**src/rtl/l2_probe_ctrl.sv**
```systemverilog
// l2_probe_ctrl: TileLink-C probe engine for the coherent L2. It probes the
// selected masters on channel B, collects their ProbeAck/ProbeAckData
// responses on channel C, streams dirty beats to the L2 writeback path and
// reports the residual copies, dirty flag and corrupt flag on completion.
//
// Ports:
//   l2_clock_i, l2_reset_i      clock, synchronous active-high reset
//   req_*                       probe request from the L2 coherence FSM
//   b_*                         channel B probe issue, one valid per master
//   c_*                         channel C responses, one lane per master
//   wb_*                        dirty beat stream, no backpressure
//   done_*                      one-cycle completion report
//
// Optional feature: define PROBE_TIMEOUT_EN to add a watchdog that
// abandons a probe after TIMEOUT_CYCLES cycles without any B/C handshake.
// Without it done_timeout is tied low and ACTIVE waits indefinitely.

module l2_probe_ctrl #(
  parameter int TL_AW          = 29,
  parameter int NUM_MASTERS    = 2,
  parameter int LINE_BEATS     = 8,
  parameter int TIMEOUT_CYCLES = 1024
) (
  input  logic                       l2_clock_i,
  input  logic                       l2_reset_i,
  input  logic                       req_valid,
  output logic                       req_ready,
  input  logic [TL_AW-1:0]           req_address,
  input  logic [1:0]                 req_cap,
  input  logic [NUM_MASTERS-1:0]     req_mask,
  output logic [NUM_MASTERS-1:0]     b_valid,
  input  logic [NUM_MASTERS-1:0]     b_ready,
  output logic [2:0]                 b_opcode,
  output logic [2:0]                 b_param,
  output logic [3:0]                 b_size,
  output logic [TL_AW-1:0]           b_address,
  output logic [15:0]                b_mask,
  input  logic [NUM_MASTERS-1:0]     c_valid,
  output logic [NUM_MASTERS-1:0]     c_ready,
  input  logic [3*NUM_MASTERS-1:0]   c_opcode,
  input  logic [3*NUM_MASTERS-1:0]   c_param,
  input  logic [128*NUM_MASTERS-1:0] c_data,
  input  logic [NUM_MASTERS-1:0]     c_corrupt,
  output logic                       wb_valid,
  output logic [TL_AW-1:0]           wb_address,
  output logic [127:0]               wb_data,
  output logic                       done_valid,
  output logic                       done_dirty,
  output logic                       done_corrupt,
  output logic [NUM_MASTERS-1:0]     done_has_copy,
  output logic                       done_timeout
);

  localparam int BW  = $clog2(LINE_BEATS);
  localparam int OFF = BW + 4;
  localparam int IW  = (NUM_MASTERS > 1) ? $clog2(NUM_MASTERS) : 1;

  localparam logic [TL_AW-1:0] LOW =
    TL_AW'((64'd1 << OFF) - 64'd1);

  localparam logic [2:0] OP_ACK  = 3'd4;
  localparam logic [2:0] OP_DATA = 3'd5;

  typedef enum logic [1:0] {
    IDLE,
    ACTIVE,
    DONE
  } state_t;

  state_t state_q;
  state_t state_d;

  logic [TL_AW-1:0]       addr_q;
  logic [1:0]             cap_q;
  logic [NUM_MASTERS-1:0] pend_b_q;
  logic [NUM_MASTERS-1:0] pend_b_d;
  logic [NUM_MASTERS-1:0] pend_ack_q;
  logic [NUM_MASTERS-1:0] pend_ack_d;
  logic [NUM_MASTERS-1:0] copy_q;
  logic [NUM_MASTERS-1:0] copy_d;
  logic                   dirty_q;
  logic                   dirty_d;
  logic                   corrupt_q;
  logic                   corrupt_d;
  logic                   lock_q;
  logic                   lock_d;
  logic [IW-1:0]          gnt_q;
  logic [IW-1:0]          gnt_d;
  logic [IW-1:0]          rr_q;
  logic [IW-1:0]          rr_d;
  logic [BW-1:0]          beat_q;
  logic [BW-1:0]          beat_d;
  logic                   tmo_q;
  logic                   tmo_d;

  logic                   accept;
  logic [NUM_MASTERS-1:0] elig;
  logic [NUM_MASTERS-1:0] b_fire;
  logic [IW-1:0]          win;
  logic                   win_ok;
  logic [IW-1:0]          sel;
  logic                   c_fire;
  logic [2:0]             sel_op;
  logic [2:0]             sel_par;
  logic                   is_data;
  logic                   last;
  logic                   keeps;
  logic                   tmo_fire;

  assign accept = (state_q == IDLE) && req_valid;

  assign b_fire = (state_q == ACTIVE) ?
                  (pend_b_q & b_ready) : '0;

  // A master may only answer once its probe has been handed over.
  assign elig = (state_q == ACTIVE) ?
                (pend_ack_q & ~pend_b_q & c_valid) : '0;

  // Round-robin search starting at rr_q.
  always_comb begin
    int j;
    j      = 0;
    win    = '0;
    win_ok = 1'b0;
    for (int k = 0; k < NUM_MASTERS; k++) begin
      j = int'(rr_q) + k;
      if (j >= NUM_MASTERS) j = j - NUM_MASTERS;
      if (!win_ok && elig[j]) begin
        win    = IW'(j);
        win_ok = 1'b1;
      end
    end
  end

  // A ProbeAckData burst keeps the channel until its last beat.
  assign sel     = lock_q ? gnt_q : win;
  assign c_fire  = lock_q ? elig[gnt_q] : win_ok;
  assign sel_op  = c_opcode[3*int'(sel) +: 3];
  assign sel_par = c_param[3*int'(sel) +: 3];
  assign is_data = lock_q || (sel_op == OP_DATA);
  assign last    = !is_data ||
                   (beat_q == BW'(LINE_BEATS - 1));

  // TtoB, TtoT and BtoB leave a copy behind.
  assign keeps = (sel_par == 3'd0) ||
                 (sel_par == 3'd3) ||
                 (sel_par == 3'd4);

`ifdef PROBE_TIMEOUT_EN
  localparam int TW = $clog2(TIMEOUT_CYCLES + 1);

  logic [TW-1:0] wd_q;
  logic          any_hs;

  assign any_hs = (|b_fire) || c_fire;

  // Fires on the idle cycle that would take the count to TIMEOUT_CYCLES.
  assign tmo_fire = (state_q == ACTIVE) && !any_hs &&
                    (wd_q == TW'(TIMEOUT_CYCLES - 1));

  always_ff @(posedge l2_clock_i) begin
    if (l2_reset_i) begin
      wd_q <= '0;
    end else if (accept || any_hs || state_q != ACTIVE) begin
      wd_q <= '0;
    end else begin
      wd_q <= wd_q + 1'b1;
    end
  end
`else
  assign tmo_fire = 1'b0;
`endif

  always_comb begin
    pend_b_d   = pend_b_q;
    pend_ack_d = pend_ack_q;
    copy_d     = copy_q;
    dirty_d    = dirty_q;
    corrupt_d  = corrupt_q;
    lock_d     = lock_q;
    gnt_d      = gnt_q;
    rr_d       = rr_q;
    beat_d     = beat_q;
    tmo_d      = tmo_q;
    if (accept) begin
      pend_b_d   = req_mask;
      pend_ack_d = req_mask;
      copy_d     = '0;
      dirty_d    = 1'b0;
      corrupt_d  = 1'b0;
      lock_d     = 1'b0;
      beat_d     = '0;
      tmo_d      = 1'b0;
    end else if (state_q == ACTIVE) begin
      pend_b_d = pend_b_q & ~b_fire;
      if (c_fire) begin
        corrupt_d = corrupt_q | c_corrupt[sel];
        if (is_data) dirty_d = 1'b1;
        if (!lock_q) begin
          copy_d[sel] = keeps;
          rr_d = (sel == IW'(NUM_MASTERS - 1)) ?
                 '0 : sel + 1'b1;
        end
        if (last) begin
          pend_ack_d[sel] = 1'b0;
          lock_d          = 1'b0;
          beat_d          = '0;
        end else begin
          lock_d = 1'b1;
          gnt_d  = sel;
          beat_d = beat_q + 1'b1;
        end
      end
      if (tmo_fire) begin
        pend_b_d   = '0;
        pend_ack_d = '0;
        lock_d     = 1'b0;
        beat_d     = '0;
        tmo_d      = 1'b1;
      end
    end
  end

  always_ff @(posedge l2_clock_i) begin
    if (l2_reset_i) begin
      addr_q     <= '0;
      cap_q      <= '0;
      pend_b_q   <= '0;
      pend_ack_q <= '0;
      copy_q     <= '0;
      dirty_q    <= 1'b0;
      corrupt_q  <= 1'b0;
      lock_q     <= 1'b0;
      gnt_q      <= '0;
      rr_q       <= '0;
      beat_q     <= '0;
      tmo_q      <= 1'b0;
    end else begin
      if (accept) begin
        addr_q <= req_address & ~LOW;
        cap_q  <= req_cap;
      end
      pend_b_q   <= pend_b_d;
      pend_ack_q <= pend_ack_d;
      copy_q     <= copy_d;
      dirty_q    <= dirty_d;
      corrupt_q  <= corrupt_d;
      lock_q     <= lock_d;
      gnt_q      <= gnt_d;
      rr_q       <= rr_d;
      beat_q     <= beat_d;
      tmo_q      <= tmo_d;
    end
  end

  always_ff @(posedge l2_clock_i) begin
    if (l2_reset_i) begin
      state_q <= IDLE;
    end else begin
      state_q <= state_d;
    end
  end

  always_comb begin
    state_d = state_q;
    unique case (state_q)
      IDLE: begin
        if (accept) begin
          state_d = (req_mask == '0) ? DONE : ACTIVE;
        end
      end
      ACTIVE: begin
        if (pend_ack_d == '0) state_d = DONE;
      end
      DONE: begin
        state_d = IDLE;
      end
      default: begin
        state_d = IDLE;
      end
    endcase
  end

  always_comb begin
    req_ready     = (state_q == IDLE);
    b_valid       = (state_q == ACTIVE) ? pend_b_q : '0;
    b_opcode      = 3'd6;
    b_param       = {1'b0, cap_q};
    b_size        = 4'(OFF);
    b_address     = addr_q;
    b_mask        = 16'hFFFF;
    c_ready       = '0;
    if (c_fire) c_ready[sel] = 1'b1;
    wb_valid      = c_fire && is_data;
    wb_address    = addr_q | (TL_AW'(beat_q) << 4);
    wb_data       = c_data[128*int'(sel) +: 128];
    done_valid    = (state_q == DONE);
    done_dirty    = done_valid && dirty_q;
    done_corrupt  = done_valid && corrupt_q;
    done_has_copy = done_valid ? copy_q : '0;
    done_timeout  = done_valid && tmo_q;
  end

endmodule

```
**config.mk**
```make
export PLATFORM = sky130hd
export DESIGN_NAME = l2_probe_ctrl
export DESIGN_NICKNAME = d
export VERILOG_FILES = /design/src/rtl/l2_probe_ctrl.sv
export SDC_FILE = /design/constraint.sdc
export NUM_CORES = 1
export LEC_CHECK = 0
export ABC_AREA = 1
export CAP_MARGIN = 20
export CORE_AREA = 2 2 207 209
export DETAILED_ROUTE_END_ITERATION = 8
export DIE_AREA = 0 0 209 211
export HOLD_SLACK_MARGIN = 0.03
export PLACE_DENSITY = 0.49
export SLEW_MARGIN = 20
export SYNTH_ARGS = -nofsm -noshare
export SYNTH_HDL_FRONTEND = slang
export SYNTH_SLANG_ARGS = --single-unit
```
**constraint.sdc**
```tcl
create_clock -name l2_clock_i -period 2.2 [get_ports l2_clock_i]
set_clock_uncertainty 0.05 [all_clocks]
set_input_delay 0.22 -clock l2_clock_i [delete_from_list [all_inputs] [get_ports l2_clock_i]]
set_output_delay 0.22 -clock l2_clock_i [all_outputs]
set_load 0.005 [all_outputs]
```
---- After elaboration in Yosys (flattened, before gate mapping) ----
Cells that the tools add are included.
word-level totals
  bits in registers ....................... 40
  word-level logic and storage cells ...... 112
cells by class
  $add $sub $neg .......................... 5
  $mul .................................... 1
  order comparisons ....................... 7
  equal/unequal tests ..................... 8
  shift operators ......................... 3
  multiplexer cells ....................... 39
  bitwise operators ....................... 13
  reduce and logical (&&, ||, !) cells .... 24
operator list
  kind                                                                   number
  256-bit by 9-bit indexed part select with 128-bit output               1
  32-bit by 3-bit < comparator with 1-bit output, second input constant  2
  32-bit two-way mux                                                     2
  6-bit by 32-bit indexed part select with 3-bit output                  1
  29-bit by 7-bit OR with 29-bit output                                  1
  2-bit two-way mux                                                      14
  1-bit two-way mux                                                      19
  2-bit AND                                                              5
  3-bit == test, second input constant                                   3
  4-bit AND reduction                                                    2
  1-bit logical AND                                                      6
  2-bit logical NOT                                                      3
  2-bit inverter                                                         3
  3-bit AND reduction                                                    2
  6-bit by 4-bit indexed part select with 3-bit output                   1
  1-bit logical OR                                                       4
  1-bit by 2-bit < comparator with 1-bit output, second input constant   2
  2-bit case mux with 2 select lines                                     1
  2-bit AND reduction                                                    2
  3-bit by 1-bit adder with 3-bit output, second input constant          1
  3-bit by 2-bit == test with 1-bit output, second input constant        1
  3-bit logical NOT                                                      1
  2-bit by 1-bit multiplier with 3-bit output, first input constant      1
  3-bit two-way mux                                                      1
  other kinds (18)                                                       21

---- Longest topological paths before layout ----
  depth after elaboration ................. 25
  depth in mapped cells ................... 13
  gate-level depth less buffers ........... 13

---- Least setup slack after synthesis ----
Ideal clock, no wire load.
  path kind ............................... flip-flop to output port
  from .................................... register state_q[0]
  to ...................................... output port wb_data[0]
  data arrival time ....................... 1359 ps
  data required time ...................... 1930 ps
  slack ................................... 571 ps
  cell stages (with the launch flop) ...... 12
  path through ............................ dfxtp_1 inv_2 nor2_4 inv_2 nor2_4 nand3_4 nand2_4 inv_2 buf_2 buf_2 nand2_1 nand2_1
between the ends
  word-level cells in the longest chain between the ends .. 11
  elaborated cells on any way between the ends .. 15
  those cells by class .................... eq/ne: 1; shift: 1; mux: 11; reduce/logical: 2
ends and longest elaborated chain
  what                                                        RTL line  RTL
  start, declared                                             70        state_t state_q;
  start signal, assigned                                      260       state_q <= state_d;
  2-bit by 1-bit == test with 1-bit output *                  116       assign elig = (state_q == ACTIVE) ?
  2-bit two-way mux *                                         116
  1-bit two-way mux (implied by the code) (3 in a row)        128       if (!win_ok && elig[j]) begin
  1-bit two-way mux                                           128
  1-bit logical NOT                                           128
  1-bit logical AND                                           128
  1-bit two-way mux *                                         128
  1-bit two-way mux *                                         136       assign sel = lock_q ? gnt_q : win;
  256-bit by 9-bit indexed part select with 128-bit output *  296       wb_data = c_data[128*int'(sel) +: 128];
  end, declared                                               46        output logic [127:0] wb_data,
Mark *: on every way between the ends. The rest lies on a longest branch, timed or not. The select of a mux whose other input is x is not followed.

---- Worst setup path in the final report ----
  from .................................... register state_q[0]
  to ...................................... output port wb_data[101]
Same word-level chain as after synthesis.

==> impl_metrics.yaml <==
synth:
  synth_area_leaders: "nand2_1 (40%), dfxtp_1 (21%), buf_4 (12%)"
  netlist_instances: 710
  ys_seq_elements: 40
  synth_top_cell_by_area: "nand2_1"
  avgSynthCellArea_um2: 5.327
  syn_area_um2: 3782
  ys_types: 30
  ys_seq_area_share_pct: 21.17
  ys_warn_count: 0
  synth_edf_count: 0
  yosysTopAreaCellShare_pct: 40.09
  synth_ff_type: "dfxtp_1"
  async_flop_share_pct: 0
sta:
  hold_viol_final: 0
  max_slew_margin_pct: 46.49
  rsz0062_at_grt: "yes"
  setup_viol: 11
  slew_violations: 0
  fin_crit_sh_pct: 100.9
  tns_ps: -118.2
  tightestPinTransition_ps: 801.8
  fin_crit_ps: 2220
  max_freq_mhz: 450.5
  timing.final.ws_setup_ps: -19.66
worst_setup_path:
  critPathCapture: "wb_data[101]"
  critPathCaptureType: "output pin"
  worstSetupPathType: "flip-flop to output pin"
  cp_data_arrival_time_ps: 1950
  worstReg2RegEnd: "state_q[0]"
  reg2reg_from: "state_q[0]"
  startpoint: "state_q[0]"
  reg2reg_slack_ps: 150
  rr_worst_depth: 14
  startpoint_type: "flip-flop"
  crit_required_ps: 1930
  cp_max_fo: 7
clock_tree:
  numCtsBuffers: 5
  htree_levels: 2
  clock-sinks: 40
  cts_tree: "done"
  clkTransAtPathRegs_ps: 60
  holdBufCountCts: 0
  clock_latency_ps: 290
  cts.path.max_buffers: 2
  cts_root_buf: "clkbuf_16"
floorplan:
  num_io_pins: 534
  core_region_area_um2: 41760
  dieArea_um2: 44100
  num_rows: 75
  dieHeight_um: 211
  start_util_pct: 9.058
  die_width_um: 209
layout:
  n_antenna_cell: 0
  drive_above_1_share_pct: 29.65
  design_area_um2: 10700
  layout.nets: 1559
  fillers: 4662
  area_growth_pct: 183.0
drt:
  drt-total-wl_um: 30730
  wl_per_cell_um: 17.19
  drt_iter0_markers: 161
  route.detailed.drc: 0
  first_pass_iters: 5
  vias_per_cell: 3.481
  drtAntennaViolNets: 0
  vias: 6220
power_and_ir_drop:
  clkPwrFrac_pct: 27.8
  p_switching_uw: 892.5
  p_seq_share_pct: 25.5
  internal_power_mw: 2.330
  p_leak_nw: 4.874
  switching_share_pct: 27.70
  ir_drop_mv: 0.2699
  powerDensity_nw_per_um2: 301.0
  combPwrFrac_pct: 46.7
grt:
  grt_util_all_layers_pct: 13.00
  grt_pass1_wl_um: 42010
  grt_pass1_vias: 6208
  grt_max_degree: 30
  antenna_found_initial: 0
  grt_overflow_total: 0
placed_design:
  hpwl_um: 24010
  place_area_um2: 9368
  portBuffers: 490
  globalplace.congestion: 0.7883
min_path:
  hold_class: "flip-flop to flip-flop"
status:
  status: "finished, violations left"
  violations: "setup timing"
run:
  drv_cap: 0
-- synthesized netlist by cell type, types with 3 or more instances --
| cell type | instances |
|---|---|
| nand3_1 | 5 |
| buf_4 | 58 |
| nor2_4 | 3 |
| nor2_1 | 68 |
| buf_1 | 3 |
| dfxtp_1 | 40 |
| inv_2 | 8 |
| nand2_2 | 3 |
| buf_2 | 26 |
| nand2_1 | 404 |
| o21ai_0 | 30 |
| a21oi_2 | 4 |
| clkbuf_1 | 6 |
| a21oi_1 | 11 |
| inv_1 | 21 |
-- final cells by class --
class                           count  area [um^2]  share of cell area (%)
Multi-Input combinational cell    583         2815                   26.30
Clock inverter                      1        30.03                  0.2806
Inverter                           29        121.4                   1.134
Tap cell                          539        674.4                   6.301
Timing Repair Buffer              588         6106                   57.05
Clock buffer                        7        152.6                   1.426
Sequential cell                    40        803.3                   7.505
-- power by group through the flow --
| stage | Combinational [mW] | Clock (mW) | Sequential [mW] |
|---|---|---|---|
| finish | 1.50 | 0.896 | 0.822 |
| floorplan | 0.410 | 0 | 0.835 |
| global route | 1.62 | 0.949 | 0.830 |
| CTS | 1.50 | 0.925 | 0.823 |
| detailed placement | 1.50 | 0 | 0.839 |
| global placement | 1.49 | 0 | 0.836 |
-- timing repair --
item / 4_1_cts / 5_1_grt
cloned: 19 / 3
resized for setup: 574 / 136
endpoints found under the setup margin: 129 / 126
endpoints found under the hold margin: 0 / 0
pin swaps: 16 / 26
buffers inserted: 32 / 15
-- worst min path at each step --
stage	startpoint	to	slack (ps)	cells past startpoint
3_3_place_gp	cap_q[0]	cap_q[0]	420	2
3_5_place_dp	copy_q[1]	copy_q[1]	440	2
4_1_cts	copy_q[1]	copy_q[1]	450	2
5_1_grt	cap_q[1]	cap_q[1]	480	2
6_report	copy_q[1]	copy_q[1]	440	2
2_1_floorplan	l2_reset_i	state_q[0]	240	1
-- placed cells by master (no fill, tap or decap), types with 2 or more instances in the layout --
master	synthesis	layout
clkbuf_8	0	2
nand2_8	0	2
nor2_2	1	2
buf_6	0	45
clkbuf_2	0	12
dfxtp_2	0	2
nand2_1	404	288
nor2_4	3	3
a21oi_2	4	3
a21oi_4	1	2
nand3_2	0	2
buf_12	0	27
a21oi_1	11	11
nor3_1	2	2
nand2_2	3	104
buf_4	58	31
and3b_1	2	2
nor2_1	68	67
clkdlybuf4s50_1	0	357
a32o_1	2	2
bufbuf_16	0	2
clkbuf_16	0	8
dlygate4sd2_1	0	4
buf_16	0	15
dfxtp_1	40	38
conb_1	2	36
buf_8	0	8
buf_2	26	72
o21ai_0	30	30
inv_2	8	8
clkdlybuf4s15_1	0	10
nand2_4	1	15
nand3_1	5	3
inv_1	21	20
ha_1	2	2
-- routing by layer --
layer  vias up  track usage, %  part of all wire, %
li1       3142               -                    -
met1      2756           14.83                   39
met2       300           24.31                   52
met3        22           3.553                  7.4
met4         0           2.340                  1.7
met5         -               0                    0
-- per-stage QoR --
step	total power, mW	cells	util (%)	setup WS (ps)	hold slack, ps
after floorplan	1.245	744	-	571.1	239.1
after global placement	2.331	1723	22.43	-446.3	416.7
after detailed placement	2.337	1723	22.43	-432.2	440.0
after CTS	3.247	1779	25.08	-171.9	448.9
after global routing	3.403	1787	25.63	-112.8	478.7
final	3.222	1787	25.63	-19.66	444.2
-- logic make-up after synthesis --
logic type	Yosys count	synth area share, %
AND/OR/NAND/NOR	492	51.14
buffers and inverters	122	18.72
AO/OA/AOI/OAI	52	8.104
flip-flops	40	21.17
adder cells (fa/ha/maj)	2	0.6615
other	2	0.1986
-- worst max-delay path, stage by stage, from the launching register on --
cell and delay [ps]:
dfxtp_2 330, inv_2 50, nor2_4 90, inv_2 60
nor2_4 100, nand3_4 110, nand2_8 130, inv_12 50
buf_12 140, buf_12 140, buf_12 120, buf_8 120
nand2_2 50, nand2_1 40, buf_2 120
-- flip-flops by register name (all words and copies together) (netlist names) --
signal	count
corrupt_q	1
state_q	2
dirty_q	1
pend_b_q	2
beat_q	3
pend_ack_q	2
gnt_q	1
copy_q	2
b_address	22
rr_q	1
lock_q	1
cap_q	2
Note: power is estimated with default switching activity, not from simulation.
